$ cat src/rtl/llc_ctrl_pkg.sv
// Shared types and sizes for the last-level cache controller.
// Latency: n/a (types and constants only).
// Backpressure: n/a.
package llc_ctrl_pkg;

    localparam int ADDR_W  = 32;
    localparam int WAYS    = 16;
    localparam int WAY_W   = 4;
    localparam int INDEX   = 14;
    localparam int OFFSET  = 6;
    localparam int TAG_W   = ADDR_W - INDEX - OFFSET;
    localparam int PLRU_W  = WAYS - 1;
    localparam int ENTRY_W = TAG_W + 2;

    typedef enum logic [1:0] {
        OP_READ  = 2'd0,
        OP_WRITE = 2'd1,
        OP_INV   = 2'd2,
        OP_RSVD  = 2'd3
    } op_t;

    typedef enum logic [2:0] {
        S_IDLE, S_RD, S_CMP, S_UPD, S_WB, S_FILL, S_WB_INV, S_RESP
    } ctrl_state_t;

    typedef struct packed {
        logic [TAG_W-1:0] tag;
        logic             valid;
        logic             dirty;
    } way_entry_t;

    function automatic logic [31:0] sat_inc(input logic [31:0] v);
        return (v == 32'hFFFF_FFFF) ? v : v + 32'd1;
    endfunction

endpackage

$ cat src/rtl/llc_ctrl_plru.sv
// Tree pseudo-LRU for one 16-way set: victim selection and access update.
// Latency: combinational.
// Backpressure: none.
// Ports: plru_in (set's tree bits), access_way -> victim_way, plru_out.
// Node 0 is the root, children of node i are 2i+1 / 2i+2, bit=0 means victim lies left.
module llc_plru
    import llc_ctrl_pkg::*;
(
    input  logic [PLRU_W-1:0] plru_in,
    input  logic [WAY_W-1:0]  access_way,
    output logic [WAY_W-1:0]  victim_way,
    output logic [PLRU_W-1:0] plru_out
);

    logic [3:0] v_node;
    logic [3:0] a_node;

    // Only nodes 0..14 are ever read, so the node index fits in 4 bits;
    // the wrap on the final (unused) step is harmless.
    always_comb begin
        v_node     = '0;
        victim_way = '0;
        for (int l = 0; l < WAY_W; l++) begin
            victim_way[WAY_W-1-l] = plru_in[v_node];
            v_node = {v_node[2:0], 1'b0} + 4'd1 + {3'b0, plru_in[v_node]};
        end
    end

    // Each node on the path is pointed away from the accessed way.
    always_comb begin
        a_node   = '0;
        plru_out = plru_in;
        for (int l = 0; l < WAY_W; l++) begin
            plru_out[a_node] = ~access_way[WAY_W-1-l];
            a_node = {a_node[2:0], 1'b0} + 4'd1 + {3'b0, access_way[WAY_W-1-l]};
        end
    end

endmodule

$ cat src/rtl/llc_ctrl.sv
// Sequencing controller for the 16 MB 16-way 64 B-line LLC: lookup, PLRU replacement, writeback/fill, tag update.
// Latency: accept->rsp_valid 4 cycles on hit, 4 + memory handshake cycles on miss; req_ready returns 1 cycle later.
// Backpressure: one request at a time (req_ready low while busy); mem_valid held with stable cmd/addr until mem_ready.
// Ports: req_* front end, tag_*/plru_* external set arrays (read data valid cycle after tag_rd_en),
//        mem_* memory bus, rsp_* completion pulse. Define LLC_STATS_EN to add hit_cnt/miss_cnt/wb_cnt.
module llc_ctrl
    import llc_ctrl_pkg::*;
(
    input  logic                    clk,
    input  logic                    rst,
    input  logic                    req_valid,
    output logic                    req_ready,
    input  logic [1:0]              req_op,
    input  logic [ADDR_W-1:0]       req_addr,
    output logic                    tag_rd_en,
    output logic [INDEX-1:0]        tag_idx,
    input  logic [WAYS*ENTRY_W-1:0] tag_rd_data,
    input  logic [PLRU_W-1:0]       plru_rd_data,
    output logic                    tag_wr_en,
    output logic [WAY_W-1:0]        tag_wr_way,
    output logic [ENTRY_W-1:0]      tag_wr_entry,
    output logic                    plru_wr_en,
    output logic [PLRU_W-1:0]       plru_wr_data,
    output logic                    mem_valid,
    input  logic                    mem_ready,
    output logic                    mem_cmd,
    output logic [ADDR_W-1:0]       mem_addr,
    output logic                    rsp_valid,
    output logic                    rsp_hit,
    output logic [WAY_W-1:0]        rsp_way
`ifdef LLC_STATS_EN
    ,
    output logic [31:0]             hit_cnt,
    output logic [31:0]             miss_cnt,
    output logic [31:0]             wb_cnt
`endif
);

    ctrl_state_t      state;
    op_t              op_q;
    logic [TAG_W-1:0] tag_q;

    way_entry_t       ent [WAYS];
    logic             hit, inv_found;
    logic [WAY_W-1:0] hit_way, inv_way, alloc_way, access_way, plru_victim;
    logic [PLRU_W-1:0] plru_new;
    way_entry_t       hit_ent, victim_ent;
    logic             is_inv, is_wr;

    assign is_inv = (op_q == OP_INV);
    assign is_wr  = (op_q == OP_WRITE);

    // Descending scan so the lowest matching / lowest invalid way wins.
    always_comb begin
        hit       = 1'b0;
        hit_way   = '0;
        inv_found = 1'b0;
        inv_way   = '0;
        for (int w = 0; w < WAYS; w++) begin
            ent[w] = way_entry_t'(tag_rd_data[w*ENTRY_W +: ENTRY_W]);
        end
        for (int w = WAYS-1; w >= 0; w--) begin
            if (ent[w].valid && ent[w].tag == tag_q) begin
                hit     = 1'b1;
                hit_way = WAY_W'(w);
            end
            if (!ent[w].valid) begin
                inv_found = 1'b1;
                inv_way   = WAY_W'(w);
            end
        end
    end

    assign alloc_way  = inv_found ? inv_way : plru_victim;
    assign access_way = hit ? hit_way : alloc_way;
    assign hit_ent    = ent[hit_way];
    assign victim_ent = ent[alloc_way];

    llc_plru u_plru (
        .plru_in    (plru_rd_data),
        .access_way (access_way),
        .victim_way (plru_victim),
        .plru_out   (plru_new)
    );

    always_ff @(posedge clk) begin
        if (rst) begin
            state        <= S_IDLE;
            op_q         <= OP_READ;
            tag_q        <= '0;
            req_ready    <= 1'b1;
            tag_rd_en    <= 1'b0;
            tag_idx      <= '0;
            tag_wr_en    <= 1'b0;
            tag_wr_way   <= '0;
            tag_wr_entry <= '0;
            plru_wr_en   <= 1'b0;
            plru_wr_data <= '0;
            mem_valid    <= 1'b0;
            mem_cmd      <= 1'b0;
            mem_addr     <= '0;
            rsp_valid    <= 1'b0;
            rsp_hit      <= 1'b0;
            rsp_way      <= '0;
        end else begin
            tag_rd_en  <= 1'b0;
            tag_wr_en  <= 1'b0;
            plru_wr_en <= 1'b0;
            rsp_valid  <= 1'b0;
            case (state)
                S_IDLE: if (req_valid) begin
                    op_q      <= op_t'(req_op);
                    tag_q     <= req_addr[ADDR_W-1 -: TAG_W];
                    tag_idx   <= req_addr[OFFSET +: INDEX];
                    req_ready <= 1'b0;
                    tag_rd_en <= 1'b1;
                    state     <= S_RD;
                end
                S_RD: state <= S_CMP;
                S_CMP: begin
                    rsp_hit      <= hit;
                    rsp_way      <= hit ? hit_way : (is_inv ? '0 : alloc_way);
                    plru_wr_data <= plru_new;
                    if (is_inv) begin
                        tag_wr_way   <= hit_way;
                        tag_wr_entry <= {tag_q, 1'b0, 1'b0};
                        if (!hit) begin
                            rsp_valid <= 1'b1;
                            state     <= S_RESP;
                        end else if (hit_ent.dirty) begin
                            mem_valid <= 1'b1;
                            mem_cmd   <= 1'b1;
                            mem_addr  <= {tag_q, tag_idx, {OFFSET{1'b0}}};
                            state     <= S_WB_INV;
                        end else begin
                            tag_wr_en <= 1'b1;
                            state     <= S_UPD;
                        end
                    end else if (hit) begin
                        tag_wr_way   <= hit_way;
                        tag_wr_entry <= {tag_q, 1'b1, hit_ent.dirty | is_wr};
                        tag_wr_en    <= 1'b1;
                        plru_wr_en   <= 1'b1;
                        state        <= S_UPD;
                    end else begin
                        tag_wr_way   <= alloc_way;
                        tag_wr_entry <= {tag_q, 1'b1, is_wr};
                        mem_valid    <= 1'b1;
                        if (victim_ent.valid && victim_ent.dirty) begin
                            mem_cmd  <= 1'b1;
                            mem_addr <= {victim_ent.tag, tag_idx, {OFFSET{1'b0}}};
                            state    <= S_WB;
                        end else begin
                            mem_cmd  <= 1'b0;
                            mem_addr <= {tag_q, tag_idx, {OFFSET{1'b0}}};
                            state    <= S_FILL;
                        end
                    end
                end
                // mem_valid stays high straight into the fill transaction.
                S_WB: if (mem_ready) begin
                    mem_cmd  <= 1'b0;
                    mem_addr <= {tag_q, tag_idx, {OFFSET{1'b0}}};
                    state    <= S_FILL;
                end
                S_FILL: if (mem_ready) begin
                    mem_valid  <= 1'b0;
                    tag_wr_en  <= 1'b1;
                    plru_wr_en <= 1'b1;
                    state      <= S_UPD;
                end
                S_WB_INV: if (mem_ready) begin
                    mem_valid <= 1'b0;
                    tag_wr_en <= 1'b1;
                    state     <= S_UPD;
                end
                S_UPD: begin
                    rsp_valid <= 1'b1;
                    state     <= S_RESP;
                end
                S_RESP: begin
                    req_ready <= 1'b1;
                    state     <= S_IDLE;
                end
                default: state <= S_IDLE;
            endcase
        end
    end

`ifdef LLC_STATS_EN
    always_ff @(posedge clk) begin
        if (rst) begin
            hit_cnt  <= '0;
            miss_cnt <= '0;
            wb_cnt   <= '0;
        end else begin
            if (state == S_RESP) begin
                if (rsp_hit) hit_cnt  <= sat_inc(hit_cnt);
                else         miss_cnt <= sat_inc(miss_cnt);
            end
            // mem_valid is always high in these states, so mem_ready alone is the handshake.
            if ((state == S_WB || state == S_WB_INV) && mem_ready)
                wb_cnt <= sat_inc(wb_cnt);
        end
    end
`endif

endmodule

$ cat config.mk
export PLATFORM = sky130hd
export DESIGN_NAME = llc_ctrl
export DESIGN_NICKNAME = d
export VERILOG_FILES = /design/src/rtl/llc_ctrl_pkg.sv /design/src/rtl/llc_ctrl_plru.sv /design/src/rtl/llc_ctrl.sv
export SDC_FILE = /design/constraint.sdc
export NUM_CORES = 1
export LEC_CHECK = 0
export ABC_AREA = 1
export CAP_MARGIN = 20
export CORE_MARGIN = 1.5
export CORE_UTILIZATION = 30
export CTS_BUF_LIST = sky130_fd_sc_hd__clkbuf_8
export DETAILED_ROUTE_END_ITERATION = 10
export SYNTH_ARGS = -nofsm -noshare
export SYNTH_HDL_FRONTEND = slang
export SYNTH_HIERARCHICAL = 1
export SYNTH_SLANG_ARGS = --single-unit
$ cat constraint.sdc
create_clock -name clk -period 8.69 [get_ports clk]
set_clock_uncertainty 0.05 [all_clocks]
set_input_delay 1.3035 -clock clk [delete_from_list [all_inputs] [get_ports clk]]
set_output_delay 1.3035 -clock clk [all_outputs]
set_load 0.01 [all_outputs]
==> flow_metrics.env, run 1 <==
export IMPL_whs_path_depth=2
export IMPL_cp_common_cell="nand2_1"
export IMPL_critPathArrivalTime_ns=6.69
export IMPL_gr_total_overflow=0
export IMPL_p_per_area_nw_per_um2=199
export IMPL_period_needed_ns=6.42
export IMPL_root_buffer="clkbuf_8"
export IMPL_cp_slowest_cell="nand4_1"
export IMPL_finalHoldViolations=0
export IMPL_grt_antenna_before_repair=7
export IMPL_post_route_util_pct=40.7
export IMPL_p_sw_mw=1.58
export IMPL_status="finished, final reports clean"
export IMPL_seq_area_um2=2050
export IMPL_num_vias=15900
export IMPL_numCtsBuffers=9
export IMPL_reg2reg_from="tag_q[9]$_SDFFE_PP0P_"
export IMPL_vias_per_cell=5.45
export IMPL_ys_seq_elements=102
export IMPL_comb_power_share_pct=64.9
export IMPL_synthCells=2123
export IMPL_fillCellCount=4190
export IMPL_seqPwrFrac_pct=24.3
export IMPL_grt_max_degree=94
export IMPL_maxCapViolCount=0
export IMPL_ios=368
export IMPL_stdcell_count=2920
export IMPL_final_layout_size_suffix_gt1_share_pct=4.88
export IMPL_die_w_um=203
export IMPL_whs_endpoint="rsp_way[3]$_SDFFE_PP0P_"
export IMPL_slew_headroom_pct=36.0
export IMPL_postCtsSetupRepairBufs=0
export IMPL_use_met1_pct=38.9
export IMPL_cts_hold_buf=0
export IMPL_core_area_um2=39000
export IMPL_htreeDepth=3
export IMPL_final_common_cell="nand2_1"
export IMPL_grt_total_usage_pct=30.1
export IMPL_setup_tns_ns=0
export IMPL_wire_per_inst_um=22.0
export IMPL_avgSynthCellArea_um2=5.63
export IMPL_multi_input_area_um2=8220
export IMPL_critPathMaxFanout=24
export IMPL_drc_errors=0
export IMPL_ir_worst_vdd_uv=132
export IMPL_final_cell_mix="nand2_1, clkdlybuf4s50_1, nor2_1, inv_1, o21ai_0"
export IMPL_worstSetupPathType="in -> reg"
export IMPL_synth_top_flop_cell="dfxtp_1"
export IMPL_slowest_delay_ns=0.74
export IMPL_finalCritPeriodShare_pct=73.9
export IMPL_grt_use_met2_pct=49.8
export IMPL_drt_pass1_iterations=6
export IMPL_grt_pass1_wl_mm=93.4
export IMPL_synth_seq_area_share_pct=17.1
export IMPL_worstHoldPathType="reg -> reg"
export IMPL_first_global_vias=15100
export IMPL_initial_utilization_pct=30.6
export IMPL_internal_power_mw=1.57
export IMPL_final_setup_viol_count=0
export IMPL_grt_most_used_layer="met2"
export IMPL_postSynth_asyncResetShare_pct=0
export IMPL_clkSinkCount=102
export IMPL_drv_slew=0
export IMPL_totalPowerFinal_mw=3.15
export IMPL_netlist_area_um2=12000
export IMPL_gp_congestion=0.991
export IMPL_r2r_setup_slack_ns=3.48
export IMPL_syn_to_final_growth_pct=32.7
export IMPL_fmax_mhz=156
export IMPL_timing_rr_end="plru_wr_data[4]$_SDFFE_PP0P_"
export IMPL_wl_mm=64.2
export IMPL_tritoncts="yes"
export IMPL_ant_nets=0
export IMPL_gr_usage_met3_pct=4.04
export IMPL_die_area_um2=41100
export IMPL_ys_types=62
export IMPL_start_kind="input pin"
export IMPL_die_y_um=203
export IMPL_cts_path_max_buffers=2
export IMPL_p_leak_nw=6.97
export IMPL_rows=72
export IMPL_dp_cells=2899
export IMPL_hpwlAfterDp_mm=48.6
export IMPL_ff2ff_path_depth=25
export IMPL_tightest_slew_ns=0.960
export IMPL_clock_latency_ns=0.38
export IMPL_worst_ep_required_time_ns=8.97
export IMPL_yosysWarnings=6
export IMPL_clkPwrFrac_pct=10.9
export IMPL_hold_path_startpoint="rsp_way[3]$_SDFFE_PP0P_"
export IMPL_path_clk_slew_ns=0.11
export IMPL_cp_end_kind="register"
export IMPL_finish_net_count=2679
export IMPL_synth_edf_count=0
export IMPL_sw_frac_of_total_pct=50.2
export IMPL_numPortBuffers=355
export IMPL_cts_resized_gates=0
export IMPL_rsz0062_at_grt="no"
export IMPL_drt_initial_drc_count=1609
==> kinds of logic (layout without fill, tap and decap cells) <==
kind of cell	Yosys count	in the layout	share of synthesized area (%)
mux	1	1	0.0942
compound gates	441	441	21.7
other cells	1	10	0.0314
xor+xnor	57	57	4.18
flops	102	102	17.1
simple gates	1134	1134	41.5
fa+ha+maj	9	9	0.942
buf+inv	378	648	14.4
==> per-layer routing <==
metal	vias to the layer above	routed length (µm)
li1	7559	-
met1	7325	26500
met2	840	29100
met3	185	5520
met4	6	2940
met5	-	41
==> power groups by stage <==
stage	clock, mW	combinational, mW	sequential [mW]
floorplan	0	1.18	0.762
finish	0.343	2.04	0.764
global placement	0	1.98	0.767
CTS	0.353	2.00	0.761
global route	0.373	2.21	0.778
detailed placement	0	1.99	0.770
==> registers in the layout (all words and copies together) (netlist names) <==
signal and flops:
plru_wr_en 1, req_ready 1, plru_wr_data 15, tag_wr_entry 14, state 3, tag_idx 14, tag_q 12, rsp_hit 1
mem_valid 1, mem_cmd 1, tag_rd_en 1, rsp_way 4, mem_addr 26, rsp_valid 1, op_q 2, tag_wr_way 4
tag_wr_en 1
==> layout make-up <==
cell class | count | area share, %
inverter | 256 | 6.11
timing repair buffer | 376 | 23.6
tap | 518 | 4.08
antenna | 4 | 0.0631
clock buffer | 9 | 0.781
sequential | 102 | 12.9
clock inverter | 7 | 0.599
multi-input combinational | 1648 | 51.8
==> synthesized netlist by cell type (all sizes together), types with 3 or more instances <==
library cell / number / area, µm²
o22ai: 18 / 113
dfxtp: 102 / 2040
o221ai: 5 / 43.8
clkinv: 4 / 16.3
clkbuf: 40 / 150
nor2: 306 / 1190
o211ai: 71 / 533
nand3b: 10 / 75.1
nor4: 22 / 138
and3: 3 / 18.8
xnor2: 35 / 307
nor3b: 6 / 45.0
nand4: 45 / 288
or2: 19 / 119
a31oi: 16 / 100
o2111ai: 12 / 105
nand2: 543 / 2140
nor3: 29 / 150
o31ai: 8 / 60.1
nor4b: 4 / 35.0
or4: 3 / 22.5
a21oi: 111 / 574
inv: 252 / 953
xor2: 22 / 193
nand3: 140 / 711
a2111oi: 5 / 50.0
ha: 9 / 113
o21ai: 184 / 928
buf: 82 / 607
==> metrics by stage <==
stage / area (µm²) / hold WS (ns) / setup slack [ns]
floorplan: 12000 / 0.389 / 3.49
global placement: 15600 / 0.404 / 2.08
detailed placement: 15600 / 0.407 / 1.99
CTS: 15800 / 0.421 / 2.38
global route: 15900 / 0.441 / 1.74
finish: 15900 / 0.420 / 2.27
==> worst max-delay path: cells and delay by family <==
kind	cells	cell delay [ns]
and+or+nand+nor	18	2.84
AOI/OAI and AO/OA	4	0.36
adders and majority gates	1	0.19
buffers and inverters	5	1.67
xor gates and xnor gates	1	0.31
==> worst max path at each step <==
stage	startpoint	end	cells after the start
final	plru_rd_data[0]	mem_addr[31]$_SDFFE_PP0P_	29
after global routing	plru_rd_data[0]	mem_addr[23]$_SDFFE_PP0P_	30
after CTS	plru_rd_data[0]	mem_addr[24]$_SDFFE_PP0P_	30
after detailed placement	plru_rd_data[0]	mem_addr[24]$_SDFFE_PP0P_	30
after global placement	plru_rd_data[0]	mem_addr[24]$_SDFFE_PP0P_	30
after floorplan	tag_rd_data[155]	plru_wr_data[7]$_SDFFE_PP0P_	21
(Power assumes the default switching activity.)
==> run 2: changes to the inputs <==
Clock period 8.69 ns to 6.4 ns, I/O delays scaled along.
==> flow_metrics.env, run 2 (synthesis results as in run 1) <==
export IMPL_drt_initial_drc_count=1359
export IMPL_htreeDepth=3
export IMPL_rsz0062_at_grt="no"
export IMPL_numPortBuffers=355
export IMPL_finish_net_count=2700
export IMPL_drt_pass1_iterations=6
export IMPL_numCtsBuffers=9
export IMPL_ant_nets=0
export IMPL_final_area_um2=16000
export IMPL_place_ws_ns=0.697
export IMPL_worst_ep_required_time_ns=6.63
export IMPL_tritoncts="yes"
export IMPL_final_cell_mix="nand2_1, clkdlybuf4s50_1, nor2_1, inv_1, o21ai_0"
export IMPL_dp_cells=2921
export IMPL_finalHoldViolations=0
export IMPL_stdcell_count=2941
export IMPL_clkSinkCount=102
export IMPL_top_regs="mem_addr x26, plru_wr_data x15"
export IMPL_ios=368
export IMPL_grt_total_usage_pct=30.8
export IMPL_regMostFlops="mem_addr"
export IMPL_cp_common_cell="nand2_1"
export IMPL_cts_hold_buf=0
export IMPL_gr_total_overflow=0
export IMPL_hold_ws_ns=0.424
export IMPL_p_per_area_nw_per_um2=266
export IMPL_fillCellCount=4271
export IMPL_fmax_mhz=188
export IMPL_grt_antenna_before_repair=5
export IMPL_path_clk_slew_ns=0.10
export IMPL_postCtsSetupRepairBufs=0
export IMPL_cts_path_max_buffers=2
export IMPL_worstHoldPathType="reg -> reg"
export IMPL_grt_pass1_wl_mm=96.0
export IMPL_die_area_um2=41100
export IMPL_syn_to_final_growth_pct=34.2
export IMPL_core_area_um2=39000
export IMPL_root_buffer="clkbuf_8"
export IMPL_seq_area_um2=2040
export IMPL_cp_slowest_cell="clkdlybuf4s50_1"
export IMPL_slew_headroom_pct=34.3
export IMPL_setup_tns_ns=0
export IMPL_clock_latency_ns=0.39
export IMPL_initial_utilization_pct=30.6
export IMPL_hpwlAfterDp_mm=50.3
export IMPL_placed_area_um2=15800
export IMPL_drv_slew=0
export IMPL_cp_end_kind="register"
export IMPL_wl_mm=64.8
export IMPL_die_w_um=203
export IMPL_first_global_vias=15700
export IMPL_final_layout_size_suffix_gt1_share_pct=5.70
export IMPL_rows=72
export IMPL_totalPowerFinal_mw=4.27
export IMPL_tightest_slew_ns=0.984
export IMPL_wire_per_inst_um=22.0
export IMPL_finalCritPeriodShare_pct=83.3
export IMPL_num_vias=16000
export IMPL_gp_congestion=0.982
export IMPL_start_kind="input pin"
export IMPL_maxCapViolCount=0
export IMPL_die_y_um=203
export IMPL_grt_max_degree=85
export IMPL_post_route_util_pct=41.1
export IMPL_cts_resized_gates=0
export IMPL_vias_per_cell=5.43
export IMPL_fin_ws_ns=1.07
export IMPL_slowest_delay_ns=0.60
export IMPL_p_leak_nw=7.07
export IMPL_worstSetupPathType="in -> reg"
export IMPL_final_common_cell="nand2_1"
export IMPL_critPathArrivalTime_ns=5.56
export IMPL_critPathMaxFanout=36
export IMPL_status="finished, final reports clean"
export IMPL_period_needed_ns=5.33
export IMPL_multi_input_area_um2=8220
export IMPL_ir_worst_vdd_uv=142
export IMPL_final_setup_viol_count=0
export IMPL_largest_reg_flops=26
export IMPL_drc_errors=0
## run 2: metal layers
layer	track usage [%]	routed length (µm)
met5	0	30
met4	13.9	3160
met3	5.30	5400
met2	51.0	29300
met1	38.9	26900
## run 2: power breakdown
| group | switching [mW] | internal [mW] |
|---|---|---|
| clock | 0.255 | 0.152 |
| sequential | 0.180 | 0.844 |
| combinational | 1.74 | 1.10 |
## run 2: cell type report
| class | count | area share (%) |
|---|---|---|
| timing repair buffer | 397 | 24.7 |
| clock inverter | 7 | 0.390 |
| sequential | 102 | 12.7 |
| clock buffer | 9 | 0.772 |
| antenna | 4 | 0.0624 |
| inverter | 256 | 6.04 |
| multi-input combinational | 1648 | 51.2 |
| tap | 518 | 4.04 |
## run 2: worst paths after layout
path / startpoint / endpoint / slack, ns / cells past startpoint
max: plru_rd_data[0] / mem_addr[21]$_SDFFE_PP0P_ / 1.07 / 29
max reg2reg: tag_q[6]$_SDFFE_PP0P_ / plru_wr_data[7]$_SDFFE_PP0P_ / 1.22 / 26
min reg2reg: tag_wr_entry[0]$_SDFFE_PP0P_ / tag_wr_entry[0]$_SDFFE_PP0P_ / 0.42 / 2
min: tag_wr_entry[0]$_SDFFE_PP0P_ / tag_wr_entry[0]$_SDFFE_PP0P_ / 0.42 / 2
## run 2: critical path: cells and delay by family
kind	cells	cell delay, ns
AOI/OAI and AO/OA	4	0.97
adders and majority gates	1	0.35
buffers and inverters	6	1.22
and+or+nand+nor	18	2.06
